## src/rtl/regfile_write_demux.sv

```systemverilog
// Write side of an 8-entry register file: one-hot decoded commit stage plus a zeroing sweep FSM.
// Optional broadcast writes are enabled by defining REGFILE_BCAST_EN.

module regfile_cell #(
  parameter int W = 8
) (
  input  logic         clk,
  input  logic         rst,
  input  logic         en,
  input  logic [W-1:0] d,
  output logic [W-1:0] q
);
  // Storage is intentionally not reset; the post-reset sweep zeroes it.
  always_ff @(posedge clk) begin
    if (!rst && en) q <= d;
  end
endmodule

module regfile_write_demux #(
  parameter int W = 8
) (
  input  logic           clk,
  input  logic           rst,
  input  logic           wr_valid,
  output logic           wr_ready,
  input  logic [2:0]     wr_addr,
  input  logic [W-1:0]   wr_data,
  input  logic           clr,
`ifdef REGFILE_BCAST_EN
  input  logic           wr_bcast,
`endif
  output logic [7:0]     wr_en_onehot,
  output logic           wr_ack,
  output logic           busy,
  output logic [8*W-1:0] q_flat
);
  typedef enum logic {CLEAR, IDLE} state_t;

  typedef struct packed {
    logic         vld;
    logic         sweep;
    logic [7:0]   en;
    logic [W-1:0] data;
  } stage_t;

  state_t     state, state_nxt;
  logic [2:0] cnt, cnt_nxt;
  stage_t     stg, stg_nxt;
  logic       bcast;

`ifdef REGFILE_BCAST_EN
  assign bcast = wr_bcast;
`else
  assign bcast = 1'b0;
`endif

  assign wr_ready     = (state == IDLE);
  assign wr_en_onehot = stg.en;
  assign busy         = (state == CLEAR) || (stg.vld && stg.sweep);

  always_comb begin
    state_nxt = state;
    cnt_nxt   = cnt;
    stg_nxt   = '0;
    case (state)
      CLEAR: begin
        stg_nxt.vld   = 1'b1;
        stg_nxt.sweep = 1'b1;
        stg_nxt.en    = 8'(1) << cnt;
        cnt_nxt       = cnt + 3'd1;
        if (clr)             cnt_nxt   = 3'd0;
        else if (cnt == 3'd7) state_nxt = IDLE;
      end
      IDLE: begin
        if (wr_valid) begin
          stg_nxt.vld  = 1'b1;
          stg_nxt.en   = bcast ? 8'hFF : (8'(1) << wr_addr);
          stg_nxt.data = wr_data;
        end
        // A write accepted alongside clr commits first; the sweep then zeroes it.
        if (clr) begin
          state_nxt = CLEAR;
          cnt_nxt   = 3'd0;
        end
      end
      default: state_nxt = CLEAR;
    endcase
  end

  always_ff @(posedge clk) begin
    if (rst) begin
      state  <= CLEAR;
      cnt    <= 3'd0;
      stg    <= '0;
      wr_ack <= 1'b0;
    end else begin
      state  <= state_nxt;
      cnt    <= cnt_nxt;
      stg    <= stg_nxt;
      wr_ack <= stg.vld && !stg.sweep;
    end
  end

  for (genvar r = 0; r < 8; r++) begin : g_cell
    regfile_cell #(.W(W)) u_cell (
      .clk (clk),
      .rst (rst),
      .en  (stg.en[r]),
      .d   (stg.data),
      .q   (q_flat[r*W +: W])
    );
  end
endmodule

```

## config.mk

```make
export PLATFORM = sky130hd
export DESIGN_NAME = regfile_write_demux
export DESIGN_NICKNAME = d
export VERILOG_FILES = /design/src/rtl/regfile_write_demux.sv
export SDC_FILE = /design/constraint.sdc
export NUM_CORES = 1
export LEC_CHECK = 0
export BUFFER_PORTS_ARGS = -buffer_cell sky130_fd_sc_hd__buf_2
export CAP_MARGIN = 10
export CORE_ASPECT_RATIO = 2
export CORE_MARGIN = 5
export CORE_UTILIZATION = 30
export DETAILED_ROUTE_END_ITERATION = 10
export PLACE_DENSITY = 0.49
export SYNTH_ARGS = -nofsm -noshare
export SYNTH_HDL_FRONTEND = slang
export SYNTH_SLANG_ARGS = --single-unit
```

## constraint.sdc

```tcl
create_clock -name clk -period 3 [get_ports clk]
set_clock_uncertainty 0.2 [all_clocks]
set_input_delay 0.6 -clock clk [delete_from_list [all_inputs] [get_ports clk]]
set_output_delay 0.6 -clock clk [all_outputs]
set_load 0.01 [all_outputs]
```

After elaboration in Yosys (flattened, before gate mapping):

Cells that the tools add are included.

* $add $sub $neg: 1
* eq/ne operators: 2
* shift operators: 2
* multiplexer cells: 12
* bitwise logic cells: 2
* reductions and logical operators: 14

Operators with widths (number)
* 16-bit 2-to-1 mux: 1
* 8-bit one-hot mux with 2 select lines: 1
* 1-bit by 3-bit left shift with 8-bit output (first input constant): 2
* 1-bit logical AND: 10
* 3-bit 2-to-1 mux: 2
* 3-bit one-hot mux with 2 select lines: 1
* 1-bit 2-to-1 mux: 5
* 1-bit one-hot mux with 2 select lines: 2
* 3-bit by 1-bit adder with 3-bit output (second input constant): 1
* 3-bit == test (second input constant): 1
* 3-bit OR reduction: 1
* 1-bit logical NOT: 2
* 2-bit inequality test (second input constant): 1
* 1-bit inverter: 2
* 1-bit logical OR: 1

* register bits: 87
* bits of input ports: 15
* output and inout bits: 75
* word-level logic and storage cells: 48

Logic depth before layout (Yosys ltp):

* word-level depth: 4
* gate-level depth with buffers: 4
* gate-level depth less buffers: 4

Hierarchy:

Synthesis repeated with hierarchy kept, for this count alone.

* cells, all modules: 157
* area total of the unflattened synthesis: 2930.3 um2

Modules (own cells, without submodules)
* regfile_cell: instances 8, cells each 9, area each 254.0 um2, sequential area each 240.2 um2
* regfile_write_demux: instances 1, cells each 85, area each 898.4 um2, sequential area each 460.4 um2

Worst setup path after synthesis:

OpenSTA, ideal clock, no wires.

* path type: input -> register
* from: in rst
* to: reg g_cell[0].u_cell.q[0], enable pin
* setup time: 0.373 ns
* arrival time: 1.204 ns
* data required time: 2.427 ns
* slack: 1.223 ns
* stages: 2
* path buffers: 1
* path through: clkbuf_1 -> nor2b_1

* longest elaborated chain between the ends: 2

Ends and longest elaborated chain
* start: declaration: line 23 `input logic rst,`
* 1-bit logical NOT: line 15 `if (!rst && en) q <= d;`
* 1-bit logical AND: line 15
* end signal: assignment: line 15
* end: declaration: line 11 `output logic [W-1:0] q`

No other way between the ends.
A chain may end at the register's enable or synchronous reset.

Worst setup path in the final report:

* from: reg state, in the netlist wr_ready
* to: out busy

* longest elaborated chain between the ends: 2

Ends and longest elaborated chain
* start: declaration: line 46 `state_t state, state_nxt;`
* start signal: assignment: line 97 `state <= state_nxt;`
* 1-bit inverter
* 1-bit logical OR: line 59 `assign busy = (state == CLEAR) || (stg.vld && stg.sweep);`
* end: declaration: line 34 `output logic busy,`

No other way between the ends.

==> reports/results.ini <==
[cells_and_area]
diodes=0
area_delta_synth_final_pct=26.3
nNetsFinal=268
nFillCells=895
multi_input_area_um2=397
drive_gt1_frac=0.409
regArea_um2=2380

[global_route]
grt_overflow=0
grt_pass1_wl_um=9660
antenna_found_initial=0
grt_pass1_vias=1661
grt_max_degree=25
grtUsageTotal=0.116

[power_and_ir_drop]
ir_drop_mv=0.260
leakagePower_nw=1.62
power.density_nw_per_um2=631

[routing]
via_count=1566
drc=0
wl_um=6450
ant_nets=0
drtIter0Drc=104
wl_per_cell_um=18.1
vias_per_cell=4.40
firstDrtPassIters=4

[synthesis]
ys_seq_area_frac=0.829
synth_ff_type=edfxtp_1
synth_edf_count=64
synth_top_area_share=0.669
netlist_area_um2=2870
synth.area.top_cells=edfxtp_1 (67%), dfxtp_1 (16%), ha_1 (2.6%)
ys_types=27
synth_most_common_cell=edfxtp_1
ys_ff_latch=87
synth_largest_area_cell=edfxtp_1
synth_commonest_cells=edfxtp_1 (64), dfxtp_1 (23), buf_4 (9), nor2b_1 (9), and2_1 (8)
syn_inst=158
syn_avg_cell_area_um2=18.2
syn-num-nets=179
yosys_warnings=0
async_flop_share=0

[sta]
hold_violations=0
setup_violations=0
fin_tns_setup_ns=0
rsz0062_at_grt=false
slew_viol_final=0
tightest_slew_ns=0.737
post-route-min-period_ns=2.01
timing.fmax_mhz=497
slew_headroom=0.508
timing.hold.ws_ns=0.220
fin_crit_sh=0.671

[clocking]
cts_tree=done
clock-sinks=87
clk_pin_slew_ns=0.06
cts_buffers=9
hold_buffers=0
root_buffer=clkbuf_16
h-tree-depth=3
max-clock-path-buffers=2
post_cts.repair.setup_buffers=0
cts_resized=0
insertion_delay_ns=0.32

[place]
port_buffers=89
gp_congestion=0.734

[die]
rows=50
die-width_um=79.2
die_h_um=148
io_pins=90
core-area_um2=9380
die_area_um2=11800
initial_core_util=0.306

[critical_path]
critPathLaunchType=flop
crit_fanout=15
critical_path_arrival_ns=1.21
end_kind=output port
required_ns=2.20
crit_type=flop to output port

[outcome]
status=finished, final reports clean

[hold_path]
hold_path.class=flop to flop

[run]
maxCapViolations=0

## logic make-up (layout without fill, tap and decap cells)
logic type               after synthesis  after routing  share of synthesized area
multiplexers                           1              1                    0.00348
adder cells (fa/ha/maj)                6              6                     0.0261
flip-flops                            87             87                      0.829
XOR/XNOR                               1              1                    0.00305
AND/OR/NAND/NOR                       37             37                     0.0792
buffers and inverters                 16            110                     0.0331
AO/OA/AOI/OAI                         10             10                     0.0261
## stage by stage
step | total power [mW] | setup slack, ns | instance area (µm²) | cells | utilization
finish | 2.29 | 0.986 | 3630 | 356 | 0.387
detailed placement | 1.36 | 0.916 | 3370 | 340 | 0.359
global placement | 1.36 | 0.986 | 3370 | 340 | 0.359
floorplan | 1.34 | 1.22 | 2870 | 158 | -
global route | 2.38 | 0.853 | 3630 | 356 | 0.387
CTS | 2.32 | 0.957 | 3630 | 356 | 0.387
## cell usage in the layout, fill, tap and decap left out, types with 3 or more instances in the layout
cell type / count
nor2b_1: 9
o22ai_1: 6
buf_2: 89
nor3_1: 3
dfxtp_1: 23
ha_1: 6
nand2b_1: 4
clkbuf_16: 9
edfxtp_1: 64
and2_1: 8
inv_1: 5
## critical path, stage by stage (launching register included)
cell and delay, ns:
dfxtp_1 0.64, nand2_1 0.09, buf_2 0.16
## area by class of cell
class,instances,share of cell area
multi-input cells,55,0.109
repair buffers,89,0.123
clock inverters,5,0.00689
well taps,104,0.0358
flip-flops and latches,87,0.656
inverters,5,0.00517
clock buffers,11,0.0641
## worst paths after layout
path	depth (start not counted)	endpoint	startpoint	slack [ns]
setup / recovery	2	busy	wr_ready	0.99
hold / removal	1	wr_ack	stg[16]	0.22
setup reg to reg	1	g_cell[3].u_cell.q[1]	wr_en_onehot[3]	1.47
hold reg to reg	1	wr_ack	stg[16]	0.22
## power breakdown
| group | internal (mW) | leakage (nW) | total [mW] | switching, mW |
|---|---|---|---|---|
| combinational | 0.0186 | 0.600 | 0.0443 | 0.0257 |
| sequential | 1.29 | 0.893 | 1.29 | 0.00561 |
| clock | 0.552 | 0.124 | 0.956 | 0.404 |
## flip-flops by register name (all words and copies together) (netlist names)
signal / count
g_cell.u_cell.q: 64
cnt: 3
stg: 10
wr_en_onehot: 8
wr_ready: 1
wr_ack: 1
## routing by layer
metal	up-vias	global-route usage	part of all wire	wire [µm]
met5	-	0	0	0
met4	0	0.0749	0.038	244
met3	13	0.0321	0.055	356
met2	61	0.205	0.55	3570
met1	746	0.117	0.35	2280
li1	746	-	-	-
No activity file was read; power rests on OpenSTA's default activity.
